**src/rtl/core_pkg.sv**
```systemverilog
// rtl/core_pkg.sv - shared encodings for the multi-cycle RV32I core
package core_pkg;

  localparam logic [6:0] OP_LUI    = 7'b0110111;
  localparam logic [6:0] OP_AUIPC  = 7'b0010111;
  localparam logic [6:0] OP_JAL    = 7'b1101111;
  localparam logic [6:0] OP_JALR   = 7'b1100111;
  localparam logic [6:0] OP_BRANCH = 7'b1100011;
  localparam logic [6:0] OP_LOAD   = 7'b0000011;
  localparam logic [6:0] OP_STORE  = 7'b0100011;
  localparam logic [6:0] OP_IMM    = 7'b0010011;
  localparam logic [6:0] OP_REG    = 7'b0110011;

  typedef enum logic [2:0] {
    ST_BOOT,
    ST_FETCH,
    ST_DECODE,
    ST_EXEC,
    ST_MEM,
    ST_WB,
    ST_TRAP
  } state_t;

  localparam logic [1:0] TRAP_NONE           = 2'b00;
  localparam logic [1:0] TRAP_FETCH_MISALIGN = 2'b01;
  localparam logic [1:0] TRAP_LS_MISALIGN    = 2'b10;
  localparam logic [1:0] TRAP_INVALID        = 2'b11;

  localparam logic [2:0] F3_LB  = 3'b000;
  localparam logic [2:0] F3_LH  = 3'b001;
  localparam logic [2:0] F3_LW  = 3'b010;
  localparam logic [2:0] F3_LBU = 3'b100;
  localparam logic [2:0] F3_LHU = 3'b101;
  localparam logic [2:0] F3_SB  = 3'b000;
  localparam logic [2:0] F3_SH  = 3'b001;
  localparam logic [2:0] F3_SW  = 3'b010;

  localparam logic [1:0] SZ_BYTE = 2'b00;
  localparam logic [1:0] SZ_HALF = 2'b01;

  localparam logic [2:0] BR_EQ  = 3'b000;
  localparam logic [2:0] BR_NE  = 3'b001;
  localparam logic [2:0] BR_LT  = 3'b100;
  localparam logic [2:0] BR_GE  = 3'b101;
  localparam logic [2:0] BR_LTU = 3'b110;
  localparam logic [2:0] BR_GEU = 3'b111;

  // ALU op is {funct7[5], funct3} for register/immediate arithmetic
  localparam logic [3:0] ALU_ADD  = 4'b0000;
  localparam logic [3:0] ALU_SUB  = 4'b1000;
  localparam logic [3:0] ALU_SLL  = 4'b0001;
  localparam logic [3:0] ALU_SLT  = 4'b0010;
  localparam logic [3:0] ALU_SLTU = 4'b0011;
  localparam logic [3:0] ALU_XOR  = 4'b0100;
  localparam logic [3:0] ALU_SRL  = 4'b0101;
  localparam logic [3:0] ALU_SRA  = 4'b1101;
  localparam logic [3:0] ALU_OR   = 4'b0110;
  localparam logic [3:0] ALU_AND  = 4'b0111;

  localparam logic [1:0] WB_ALU  = 2'b00;
  localparam logic [1:0] WB_LOAD = 2'b01;
  localparam logic [1:0] WB_PC4  = 2'b10;
  localparam logic [1:0] WB_IMM  = 2'b11;

endpackage

```
**src/rtl/alu.sv**
```systemverilog
// rtl/alu.sv - RV32I integer ALU
module alu
  import core_pkg::*;
(
  input  logic [3:0]  op,
  input  logic [31:0] a,
  input  logic [31:0] b,
  output logic [31:0] y
);

  always_comb begin
    y = a + b;
    case (op)
      ALU_SUB:  y = a - b;
      ALU_SLL:  y = a << b[4:0];
      ALU_SLT:  y = {31'b0, $signed(a) < $signed(b)};
      ALU_SLTU: y = {31'b0, a < b};
      ALU_XOR:  y = a ^ b;
      ALU_SRL:  y = a >> b[4:0];
      ALU_SRA:  y = $signed(a) >>> b[4:0];
      ALU_OR:   y = a | b;
      ALU_AND:  y = a & b;
      default:  y = a + b;
    endcase
  end

endmodule

```
**src/rtl/control_unit.sv**
```systemverilog
// rtl/control_unit.sv - RV32I decode into datapath controls plus illegal-encoding detect
module control_unit
  import core_pkg::*;
(
  input  logic [6:0] opcode,
  input  logic [2:0] funct3,
  input  logic [6:0] funct7,
  output logic       reg_write,
  output logic       alu_src_imm,
  output logic       alu_a_pc,
  output logic       is_load,
  output logic       is_store,
  output logic       is_branch,
  output logic       is_jal,
  output logic       is_jalr,
  output logic [3:0] alu_op,
  output logic [1:0] wb_sel,
  output logic       invalid_op
);

  always_comb begin
    reg_write   = 1'b0;
    alu_src_imm = 1'b0;
    alu_a_pc    = 1'b0;
    is_load     = 1'b0;
    is_store    = 1'b0;
    is_branch   = 1'b0;
    is_jal      = 1'b0;
    is_jalr     = 1'b0;
    alu_op      = ALU_ADD;
    wb_sel      = WB_ALU;
    invalid_op  = 1'b0;
    case (opcode)
      OP_LUI: begin
        reg_write = 1'b1;
        wb_sel    = WB_IMM;
      end
      OP_AUIPC: begin
        reg_write   = 1'b1;
        alu_a_pc    = 1'b1;
        alu_src_imm = 1'b1;
      end
      OP_JAL: begin
        reg_write = 1'b1;
        is_jal    = 1'b1;
        wb_sel    = WB_PC4;
      end
      OP_JALR: begin
        reg_write   = 1'b1;
        is_jalr     = 1'b1;
        alu_src_imm = 1'b1;
        wb_sel      = WB_PC4;
        invalid_op  = (funct3 != 3'b000);
      end
      OP_BRANCH: begin
        is_branch  = 1'b1;
        invalid_op = (funct3[2:1] == 2'b01);
      end
      OP_LOAD: begin
        reg_write   = 1'b1;
        is_load     = 1'b1;
        alu_src_imm = 1'b1;
        wb_sel      = WB_LOAD;
        case (funct3)
          F3_LB, F3_LH, F3_LW, F3_LBU, F3_LHU: invalid_op = 1'b0;
          default:                             invalid_op = 1'b1;
        endcase
      end
      OP_STORE: begin
        is_store    = 1'b1;
        alu_src_imm = 1'b1;
        case (funct3)
          F3_SB, F3_SH, F3_SW: invalid_op = 1'b0;
          default:             invalid_op = 1'b1;
        endcase
      end
      OP_IMM: begin
        reg_write   = 1'b1;
        alu_src_imm = 1'b1;
        alu_op      = {1'b0, funct3};
        // shift-immediates carry funct7 in imm[11:5]; only SRAI may set bit 5
        if (funct3 == 3'b001) invalid_op = (funct7 != 7'h00);
        if (funct3 == 3'b101) begin
          alu_op     = {funct7[5], funct3};
          invalid_op = ((funct7 & 7'b1011111) != 7'h00);
        end
      end
      OP_REG: begin
        reg_write  = 1'b1;
        alu_op     = {funct7[5], funct3};
        invalid_op = !((funct7 == 7'h00) ||
                       ((funct7 == 7'h20) && ((funct3 == 3'b000) || (funct3 == 3'b101))));
      end
      default: invalid_op = 1'b1;
    endcase
  end

endmodule

```
**src/rtl/core_multicycle_lsu_align.sv**
```systemverilog
// rtl/core_multicycle_lsu_align.sv - load/store lane steering, extension and misalign check
module lsu_align
  import core_pkg::*;
(
  input  logic [1:0]  addr_lo,
  input  logic [2:0]  funct3,
  input  logic [31:0] store_data,
  input  logic [31:0] load_word,
  output logic        misaligned,
  output logic [3:0]  byte_en,
  output logic [31:0] store_wdata,
  output logic [31:0] load_data
);

  logic [7:0]  ld_byte;
  logic [15:0] ld_half;

  always_comb begin
    case (addr_lo)
      2'd0:    ld_byte = load_word[7:0];
      2'd1:    ld_byte = load_word[15:8];
      2'd2:    ld_byte = load_word[23:16];
      default: ld_byte = load_word[31:24];
    endcase
    ld_half = addr_lo[1] ? load_word[31:16] : load_word[15:0];
  end

  // funct3[2] selects zero extension, funct3[1:0] the access size
  always_comb begin
    misaligned  = 1'b0;
    byte_en     = 4'b0000;
    store_wdata = 32'h0;
    load_data   = 32'h0;
    case (funct3[1:0])
      SZ_BYTE: begin
        byte_en     = 4'b0001 << addr_lo;
        store_wdata = {4{store_data[7:0]}};
        load_data   = funct3[2] ? {24'h0, ld_byte} : {{24{ld_byte[7]}}, ld_byte};
      end
      SZ_HALF: begin
        misaligned  = addr_lo[0];
        byte_en     = addr_lo[1] ? 4'b1100 : 4'b0011;
        store_wdata = {2{store_data[15:0]}};
        load_data   = funct3[2] ? {16'h0, ld_half} : {{16{ld_half[15]}}, ld_half};
      end
      default: begin
        misaligned  = (addr_lo != 2'b00);
        byte_en     = 4'b1111;
        store_wdata = store_data;
        load_data   = load_word;
      end
    endcase
  end

endmodule

```
**src/rtl/imm_gen.sv**
```systemverilog
// rtl/imm_gen.sv - immediate extraction for I/S/B/U/J formats
module imm_gen
  import core_pkg::*;
(
  input  logic [31:0] instr,
  output logic [31:0] imm
);

  always_comb begin
    imm = 32'h0;
    case (instr[6:0])
      OP_LOAD, OP_IMM, OP_JALR:
        imm = {{20{instr[31]}}, instr[31:20]};
      OP_STORE:
        imm = {{20{instr[31]}}, instr[31:25], instr[11:7]};
      OP_BRANCH:
        imm = {{19{instr[31]}}, instr[31], instr[7], instr[30:25], instr[11:8], 1'b0};
      OP_LUI, OP_AUIPC:
        imm = {instr[31:12], 12'h0};
      OP_JAL:
        imm = {{11{instr[31]}}, instr[31], instr[19:12], instr[20], instr[30:21], 1'b0};
      default:
        imm = 32'h0;
    endcase
  end

endmodule

```
**src/rtl/regs_file.sv**
```systemverilog
// rtl/regs_file.sv - 32x32 register file, two async reads, x0 hard-wired to zero
module regs_file (
  input  logic        clk,
  input  logic        we,
  input  logic [4:0]  ra1,
  input  logic [4:0]  ra2,
  input  logic [4:0]  wa,
  input  logic [31:0] wd,
  output logic [31:0] rd1,
  output logic [31:0] rd2
);

  logic [31:0] regs [32];

  always_ff @(posedge clk) begin
    if (we && (wa != 5'd0)) regs[wa] <= wd;
  end

  assign rd1 = (ra1 == 5'd0) ? 32'h0 : regs[ra1];
  assign rd2 = (ra2 == 5'd0) ? 32'h0 : regs[ra2];

endmodule

```
**src/rtl/core_multicycle.sv**
```systemverilog
// rtl/core_multicycle.sv - multi-cycle RV32I core with valid/ready instruction and data ports
module core_multicycle
  import core_pkg::*;
#(
  parameter int          IMEM_ADDR_BITS = 10,
  parameter int          DMEM_ADDR_BITS = 10,
  parameter logic [31:0] RESET_PC       = 32'h0
) (
  input  logic                      clk,
  input  logic                      rst,
  output logic                      imem_req,
  output logic [IMEM_ADDR_BITS-1:0] imem_addr,
  input  logic                      imem_ready,
  input  logic [31:0]               imem_rdata,
  output logic                      dmem_req,
  output logic [3:0]                dmem_we,
  output logic [DMEM_ADDR_BITS-1:0] dmem_addr,
  output logic [31:0]               dmem_wdata,
  input  logic                      dmem_ready,
  input  logic [31:0]               dmem_rdata,
  output logic                      retire,
  output logic                      halted,
  output logic [1:0]                trap_cause
);

  state_t      state, state_next;
  logic [31:0] pc, ir, rs1_q, rs2_q, imm_q, load_q;
  logic [1:0]  trap_cause_q;

  logic        reg_write, alu_src_imm, alu_a_pc, is_load, is_store;
  logic        is_branch, is_jal, is_jalr, invalid_op;
  logic [3:0]  alu_op;
  logic [1:0]  wb_sel;
  logic [31:0] rf_rd1, rf_rd2, imm, alu_a, alu_b, alu_y, wb_data;
  logic [31:0] pc_plus4, pc_target, next_pc;
  logic        br_taken, rf_we, ls_misaligned;
  logic [1:0]  exec_cause;
  logic [3:0]  ls_byte_en;
  logic [31:0] ls_wdata, ls_load_data;

  control_unit u_ctrl (
    .opcode      (ir[6:0]),
    .funct3      (ir[14:12]),
    .funct7      (ir[31:25]),
    .reg_write   (reg_write),
    .alu_src_imm (alu_src_imm),
    .alu_a_pc    (alu_a_pc),
    .is_load     (is_load),
    .is_store    (is_store),
    .is_branch   (is_branch),
    .is_jal      (is_jal),
    .is_jalr     (is_jalr),
    .alu_op      (alu_op),
    .wb_sel      (wb_sel),
    .invalid_op  (invalid_op)
  );

  imm_gen u_imm (
    .instr (ir),
    .imm   (imm)
  );

  regs_file u_regs (
    .clk (clk),
    .we  (rf_we),
    .ra1 (ir[19:15]),
    .ra2 (ir[24:20]),
    .wa  (ir[11:7]),
    .wd  (wb_data),
    .rd1 (rf_rd1),
    .rd2 (rf_rd2)
  );

  // Operands are registered, so the ALU result stays valid from EXEC through WB
  assign alu_a = alu_a_pc ? pc : rs1_q;
  assign alu_b = alu_src_imm ? imm_q : rs2_q;

  alu u_alu (
    .op (alu_op),
    .a  (alu_a),
    .b  (alu_b),
    .y  (alu_y)
  );

  lsu_align u_lsu (
    .addr_lo     (alu_y[1:0]),
    .funct3      (ir[14:12]),
    .store_data  (rs2_q),
    .load_word   (dmem_rdata),
    .misaligned  (ls_misaligned),
    .byte_en     (ls_byte_en),
    .store_wdata (ls_wdata),
    .load_data   (ls_load_data)
  );

  always_comb begin
    case (ir[14:12])
      BR_EQ:   br_taken = (rs1_q == rs2_q);
      BR_NE:   br_taken = (rs1_q != rs2_q);
      BR_LT:   br_taken = ($signed(rs1_q) < $signed(rs2_q));
      BR_GE:   br_taken = ($signed(rs1_q) >= $signed(rs2_q));
      BR_LTU:  br_taken = (rs1_q < rs2_q);
      BR_GEU:  br_taken = (rs1_q >= rs2_q);
      default: br_taken = 1'b0;
    endcase
  end

  assign pc_plus4  = pc + 32'd4;
  assign pc_target = pc + imm_q;

  always_comb begin
    next_pc = pc_plus4;
    if (is_jalr)                            next_pc = {alu_y[31:1], 1'b0};
    else if (is_jal || (is_branch && br_taken)) next_pc = pc_target;
  end

  // Invalid encoding outranks a bad target, which outranks a bad data address
  always_comb begin
    exec_cause = TRAP_NONE;
    if (invalid_op)                                    exec_cause = TRAP_INVALID;
    else if (next_pc[1:0] != 2'b00)                    exec_cause = TRAP_FETCH_MISALIGN;
    else if ((is_load || is_store) && ls_misaligned)   exec_cause = TRAP_LS_MISALIGN;
  end

  always_comb begin
    case (wb_sel)
      WB_LOAD: wb_data = load_q;
      WB_PC4:  wb_data = pc_plus4;
      WB_IMM:  wb_data = imm_q;
      default: wb_data = alu_y;
    endcase
  end

  always_ff @(posedge clk) begin
    if (rst) state <= ST_BOOT;
    else     state <= state_next;
  end

  always_comb begin
    state_next = state;
    imem_req   = 1'b0;
    dmem_req   = 1'b0;
    retire     = 1'b0;
    rf_we      = 1'b0;
    case (state)
      ST_BOOT:   state_next = ST_FETCH;
      ST_FETCH: begin
        imem_req = 1'b1;
        if (imem_ready) state_next = ST_DECODE;
      end
      ST_DECODE: state_next = ST_EXEC;
      ST_EXEC: begin
        if (exec_cause != TRAP_NONE)  state_next = ST_TRAP;
        else if (is_load || is_store) state_next = ST_MEM;
        else                          state_next = ST_WB;
      end
      ST_MEM: begin
        dmem_req = 1'b1;
        if (dmem_ready) state_next = ST_WB;
      end
      ST_WB: begin
        retire     = 1'b1;
        rf_we      = reg_write;
        state_next = ST_FETCH;
      end
      ST_TRAP:   state_next = ST_TRAP;
      default:   state_next = ST_BOOT;
    endcase
  end

  always_ff @(posedge clk) begin
    if (rst) begin
      pc           <= RESET_PC;
      ir           <= 32'h0;
      rs1_q        <= 32'h0;
      rs2_q        <= 32'h0;
      imm_q        <= 32'h0;
      load_q       <= 32'h0;
      trap_cause_q <= TRAP_NONE;
    end else begin
      if ((state == ST_FETCH) && imem_ready) ir <= imem_rdata;
      if (state == ST_DECODE) begin
        rs1_q <= rf_rd1;
        rs2_q <= rf_rd2;
        imm_q <= imm;
      end
      if ((state == ST_EXEC) && (exec_cause != TRAP_NONE)) trap_cause_q <= exec_cause;
      if ((state == ST_MEM) && dmem_ready) load_q <= ls_load_data;
      if (state == ST_WB) pc <= next_pc;
    end
  end

  assign imem_addr  = pc[IMEM_ADDR_BITS-1:0];
  assign dmem_addr  = dmem_req ? {alu_y[DMEM_ADDR_BITS-1:2], 2'b00} : '0;
  assign dmem_we    = (dmem_req && is_store) ? ls_byte_en : 4'b0000;
  assign dmem_wdata = (dmem_req && is_store) ? ls_wdata : 32'h0;
  assign halted     = (state == ST_TRAP);
  assign trap_cause = trap_cause_q;

endmodule
```
**config.mk**
```make
export PLATFORM = sky130hd
export DESIGN_NAME = core_multicycle
export DESIGN_NICKNAME = d
export VERILOG_FILES = /design/src/rtl/core_pkg.sv /design/src/rtl/alu.sv /design/src/rtl/control_unit.sv /design/src/rtl/core_multicycle_lsu_align.sv /design/src/rtl/imm_gen.sv /design/src/rtl/regs_file.sv /design/src/rtl/core_multicycle.sv
export SDC_FILE = /design/constraint.sdc
export NUM_CORES = 2
export LEC_CHECK = 0
export ABC_AREA = 1
export CAP_MARGIN = 30
export CORE_MARGIN = 2
export CORE_UTILIZATION = 35
export DETAILED_ROUTE_END_ITERATION = 7
export GPL_ROUTABILITY_DRIVEN = 1
export GPL_TIMING_DRIVEN = 0
export MAX_ROUTING_LAYER = met4
export SYNTH_ARGS = -nofsm -noshare
export SYNTH_HDL_FRONTEND = slang
export SYNTH_SLANG_ARGS = --single-unit
```
**constraint.sdc**
```tcl
create_clock -name clk -period 11.3 [get_ports clk]
set_input_delay 1.695 -clock clk [delete_from_list [all_inputs] [get_ports clk]]
set_output_delay 1.695 -clock clk [all_outputs]
set_load 0.02 [all_outputs]
```
* Yosys cells after proc, flatten, opt, wreduce, memory -nomap -nowiden
Memories as Yosys holds them, arrays and structs flattened. A register that Yosys moved wholly into a read port is not among the register bits. Cells that the tools add are included.
Word-level totals: register bits 197, RAM bits 1024, bits of input ports 68, word-level logic and storage cells 161, memories 1
Cells by class: $add $sub $neg 4, magnitude comparators 6, equality and inequality tests 42, shift operators 4, mux-type cells 56, bitwise logic cells 3, reduce and logical (&&, ||, !) cells 37
Memory list:
- u_regs.regs | words 32, width 32, read ports 2, clocked after Yosys merged registers in 2, write ports 1, RTL line regs_file.sv:13 | logic [31:0] regs [32];
Operators by type and width (number):
- 32-bit two-way mux | 9
- 32-bit one-hot mux with 9 select lines | 1
- 32-bit one-hot mux with 5 select lines | 1
- 32-bit less-than comparator | 4
- 32-bit one-hot mux with 2 select lines | 2
- 32-bit one-hot mux with 3 select lines | 1
- 32-bit adder | 2
- 32-bit >= comparator | 2
- 32-bit by 3-bit adder with 32-bit output, second input constant | 1
- 32-bit bitwise AND | 1
- 32-bit equality test | 1
- 32-bit inequality test | 1
- 32-bit bitwise OR | 1
- 32-bit by 5-bit << shifter with 32-bit output | 1
- 32-bit by 5-bit right shift with 32-bit output | 1
- 32-bit by 5-bit >>> shifter with 32-bit output | 1
- 32-bit subtractor | 1
- 32-bit bitwise XOR | 1
- 7-bit by 6-bit equality test with 1-bit output, second input constant | 4
- 8-bit one-hot mux with 3 select lines | 1
- 3-bit equality test, second input constant | 7
- 7-bit equality test, second input constant | 3
- 5-bit two-way mux | 4
- 1-bit two-way mux | 19
- 39 further kinds | 82

* Longest topological paths before layout
word-level depth 15, gate-level depth with buffers 38, depth with buffers taken out 33

* Cells and area by module
Synthesis repeated with hierarchy kept, for this count alone.
Second synthesis, totals: cell total of the unflattened synthesis 10437, area, all modules 77151.5 um2
Modules (own cells, without submodules):
- regs_file | times used 1, cells an instance 5975, area an instance 52110.0 um2, seq. area each 30749.5 um2
- core_multicycle | times used 1, cells an instance 1893, area an instance 12434.4 um2, seq. area each 3943.8 um2
- alu | times used 1, cells an instance 2049, area an instance 10104.7 um2, seq. area each 0.0 um2
- lsu_align | times used 1, cells an instance 277, area an instance 1381.3 um2, seq. area each 0.0 um2
- imm_gen | times used 1, cells an instance 163, area an instance 759.5 um2, seq. area each 0.0 um2
- control_unit | times used 1, cells an instance 80, area an instance 361.6 um2, seq. area each 0.0 um2

* Worst setup path before layout
Ideal clock, no wire load.
path type reg2out, from reg ir[3], to out dmem_we[2], arrival 4363 ps, data required time 9605 ps, setup slack 5242 ps, cell stages (with the launch flop) 32, cells stage by stage dfxtp_1 > inv_1 > nand2_1 > nor2_1 > nand3_2 > nand3_4 > buf_6 > nand2_1 > o21ai_2 > buf_2 > buf_2 > buf_2 > buf_2 > ha_1 > inv_1 > nand3_1 > nand2_1 > a21oi_1 > inv_1 > nand2_1 > nand2_1 > nand3_1 > nand2_1 > nand3_1 > nand3_1 > nand4_1 > nor2_1 > nand3_2 > buf_6 > nor2_4 > nand2_1 > a31oi_1
On the way: cells in the longest elaborated chain, start to end 9, elaborated cells on any way between the ends 38
RTL lines:
- start: declaration | RTL line core_multicycle.sv:27 | logic [31:0] pc, ir, rs1_q, rs2_q, imm_q, load_q;
- start signal: assignment | RTL line core_multicycle.sv:181 | if ((state == ST_FETCH) && imem_ready) ir <= imem_rdata;
- 7-bit by 5-bit equality test with 1-bit output (tied with other cells) | RTL line control_unit.sv:33 | case (opcode)
- 5-bit OR reduction (no source line)
- 1-bit two-way mux | RTL line control_unit.sv:33
- 32-bit two-way mux | RTL line core_multicycle.sv:76 | assign alu_b = alu_src_imm ? imm_q : rs2_q;
- 32-bit adder (tied with other cells) | RTL line alu.sv:23 | default: y = a + b;
- 32-bit one-hot mux with 9 select lines | RTL line alu.sv:13 | case (op)
- 4-bit two-way mux / 1-bit by 2-bit << shifter with 4-bit output (equally long branches) | RTL line core_multicycle_lsu_align.sv:42, core_multicycle_lsu_align.sv:36
- 4-bit one-hot mux with 2 select lines | RTL line core_multicycle_lsu_align.sv:34 | case (funct3[1:0])
- 4-bit two-way mux (*) | RTL line core_multicycle.sv:195 | assign dmem_we = (dmem_req && is_store) ? ls_byte_en : 4'b0000;
- end: declaration | RTL line core_multicycle.sv:16 | output logic [3:0] dmem_we,
Mark *: on every way between the ends. The rest lies on a longest branch, timed or not.

* Worst setup path in the final report
from reg ir[5], to out dmem_we[2]
Same word-level chain as after synthesis.

==> summary.md <==
| Metric | Value |
|---|---|
| Routability-driven placement congestion ratio | 1.114 |
| Worst skew pair latency | ~800 ps |
| Initial antenna violation count | 15 |
| Critical path's slowest cell | buf_1 |
| Worst-path clk slew | approximately 60 ps |
| Synth async-reset ratio | 0% |
| Top cells by area, synth | edfxtp_1 (43%), nand2_1 (8.9%), dfxtp_1 (5.8%), a21oi_1 (4.7%), o21ai_0 (4.5%) |
| Syn avg cell area | ~9 µm² |
| Synth warnings | 0 |
| Post-synth top area share | 42.90% |
| Final setup violation count | 0 |
| Yosys reg bits | about 1200 |
| Post-cts gate resize count | 0 |
| Final wirelength | about 450000 µm |
| Global Route met2 Usage | a little under two thirds |
| Cell Area, Placed | 0.08022 mm² |
| Die Wd | about 460 µm |
| Register area share after synthesis | between 40% and 50% |
| Routed vias | roughly 75000 |
| Worst EP arrival | between 8000 and 9000 ps |
| GR peak layer | met2 |
| Finished Cell Area | ~0.085 mm² |
| DP Worst Slack | 2256 ps |
| Number of global-route vias before repair | a little under 70000 |
| Layout cells sized above 1 | slightly below 8% |
| Max Buffers Root-to-Sink | 3 |
| Final antenna-violating net count | 0 |
| Setup skew after layout | slightly above 40 ps |
| Most common cell in the netlist | nand2_1 |
| Num Clock Sinks | between 1000 and 1500 |
| Status | finished clean |
| Core box area | roughly 0.20 mm² |
| PnR worst setup slack | 1294 ps |
| Post-cts hold buffer count | 0 |
| Buffers plus inverters on the worst setup path | 8 |
| Fin crit share | roughly nine tenths |
| Peak supply drop | ~0.15 mV |
| # rows | around 170 |
| Synth Flop Type | edfxtp_1 |
| Fin. Hold Viols | 0 |
| WS Path Type | register to output port |
| Hpwl dp | ~350000 µm |
| Slew Limit Fails | 0 |
| Largest fanout on the critical path | 11 |
| Setup Buffers After CTS | 0 |
| Die area | around 0.21 mm² |
| Overflow left after global routing | 0 |
| Initial DRC count | about 13000 |
| DRC viols | 0 |
| P&R area growth vs syn | 18.58% |
| Commonest cells in the netlist | nand2_1 (1691), edfxtp_1 (1024), a21oi_1 (679) |
| Final hold slack | approximately 470 ps |
| Total chip power | around 18000 µW |
| Max Fclk | ~100 MHz |
| Port Buffer Count | 127 |
| CTS buffer count | 136 |
| Min Clock Period, post-route | approximately 10000 ps |
| Critical Path Start Type | register |
| Crit path max-delay family | buffers and inverters |
| Unrepaired setup endpoints after global routing | no |
| Met1 usage | about 49% |
| Die Ht | ~460 µm |
| Vias per cell | ~6.6 |
| Hold WC Path Type | register to register |
| Crit. End Element | output port |
| Gr usage total | between 40 and 50% |
| CTS H-tree depth | 4 |
| Distinct cells, synth | 71 |
| Slew HR | around 8.3% |
| Worst path max stage delay | ~800 ps |
| Worst Tran Pin Value | ~1400 ps |
| Met3 GRT Util | between 10% and 20% |
| Maxcap violations | 0 |
| Pwr Density | about 210 mW/mm² |
| Critical Path RT | approximately 9600 ps |
| Cell taking the most area after synthesis | edfxtp_1 |
| Post-Syn Area | roughly 0.07 mm² |
| Detailed Routing Iterations Pass 1 | 6 |
| CTS root buf | clkbuf_16 |
| Leakage power | about 0.03 µW |
| CP most frequent cell | nand2_1 |
| Cells after Synth | roughly 8100 |
| CTS tree | done |
| Largest net degree at the start of global routing | 33 |
| IO Pins | between 100 and 150 |
| Setup TNS | 0 ps |
| Starting Density | 35.11% |
| WL/cell | roughly 40 µm |
| Layout net count | around 9000 |
| Post-synth EDFFs | between 1000 and 1500 |
| Global-route wire length before repair | ~600000 µm |
## flip-flops by register name, indices dropped and copies added (netlist names), named ones only
| signal | cells |
|---|---|
| ir | 32 |
| imm_q | 32 |
| state | 3 |
| u_regs.regs | 1024 |
| rs1_q | 32 |
| trap_cause | 2 |
| pc | 32 |
| rs2_q | 32 |
| load_q | 32 |
## through the flow
step | util [%] | instances
after CTS | 41.49 | 11360
after detailed placement | 39.29 | 11120
after floorplan | - | 8111
final | 41.63 | 11400
after global routing | 41.61 | 11390
after global placement | 37.44 | 10930
## routing by layer
metal  vias to the layer above  part of all wire [%]  routed length, µm
met5                         -                     0                  0
met4                         0                    11              48700
met3                      1595                    11              49820
met2                      5993                    43             196600
met1                     36640                    35             159800
li1                      30490                     -                  -
## power breakdown
| group | leakage, µW | internal, µW | switching (µW) |
|---|---|---|---|
| Clock | 0.00220 | 2680 | 1990 |
| Sequential | 0.0112 | 5230 | 108 |
| Combinational | 0.0160 | 1800 | 5770 |
| Total | 0.0294 | 9710 | 7860 |
## worst min-delay path, cell delays in order, from the launching register on
cell	delay, ps
dfxtp_1	310
nand2_1	60
a21oi_1	50
## layout make-up
cell class,instances,area (µm²)
inverter,423,1589
multi-input combinational,5830,33350
clock buffer,175,3720
tap,2688,3363
buffer,627,2565
timing repair buffer,337,4679
sequential,1231,34890
fill,20250,119200
clock inverter,68,772.0
antenna,23,57.56
## cell usage in the layout (no fill, tap or decap), types with 32 or more instances in the layout
master / netlist / routed
clkbuf_1: 520 / 539
edfxtp_1: 1024 / 1024
o22ai_1: 32 / 32
ha_1: 161 / 161
buf_1: 46 / 46
dfxtp_1: 207 / 207
nand2_1: 1691 / 1684
buf_8: 1 / 96
buf_4: 20 / 43
xor2_1: 52 / 52
inv_1: 402 / 402
o21ai_0: 641 / 628
clkbuf_16: 0 / 143
a21oi_1: 679 / 679
clkdlybuf4s50_1: 0 / 127
or2_2: 41 / 41
nor2_4: 5 / 35
mux2i_1: 259 / 259
buf_2: 29 / 37
a32oi_1: 257 / 257
nand3_1: 469 / 469
conb_1: 1 / 34
nand4_1: 40 / 40
nor2_1: 602 / 572
buf_12: 0 / 35
o221ai_1: 271 / 271
buf_16: 0 / 32
o211ai_1: 284 / 284
## cells by family after synthesis
logic type,share of synthesized area (%)
flops,48.68
xor+xnor,0.7943
compound gates,21.16
other cells,0.005232
mux,3.617
fa+ha+maj,2.894
simple gates,17.06
buf+inv,5.778
## final timing paths
| path | from | to | slack (ps) | cells past startpoint |
|---|---|---|---|---|
| hold / removal | rs2_q[18]$_SDFFE_PP0N_ | rs2_q[18]$_SDFFE_PP0N_ | 470 | 2 |
| hold reg to reg | rs2_q[18]$_SDFFE_PP0N_ | rs2_q[18]$_SDFFE_PP0N_ | 470 | 2 |
| setup / recovery | ir[5]$_SDFFE_PP0P_ | dmem_we[2] | 1290 | 28 |
| setup reg to reg | ir[5]$_SDFFE_PP0P_ | u_regs.regs[11][18]$_DFFE_PP_ | 2670 | 28 |
Note: power is estimated with default switching activity, not from simulation.
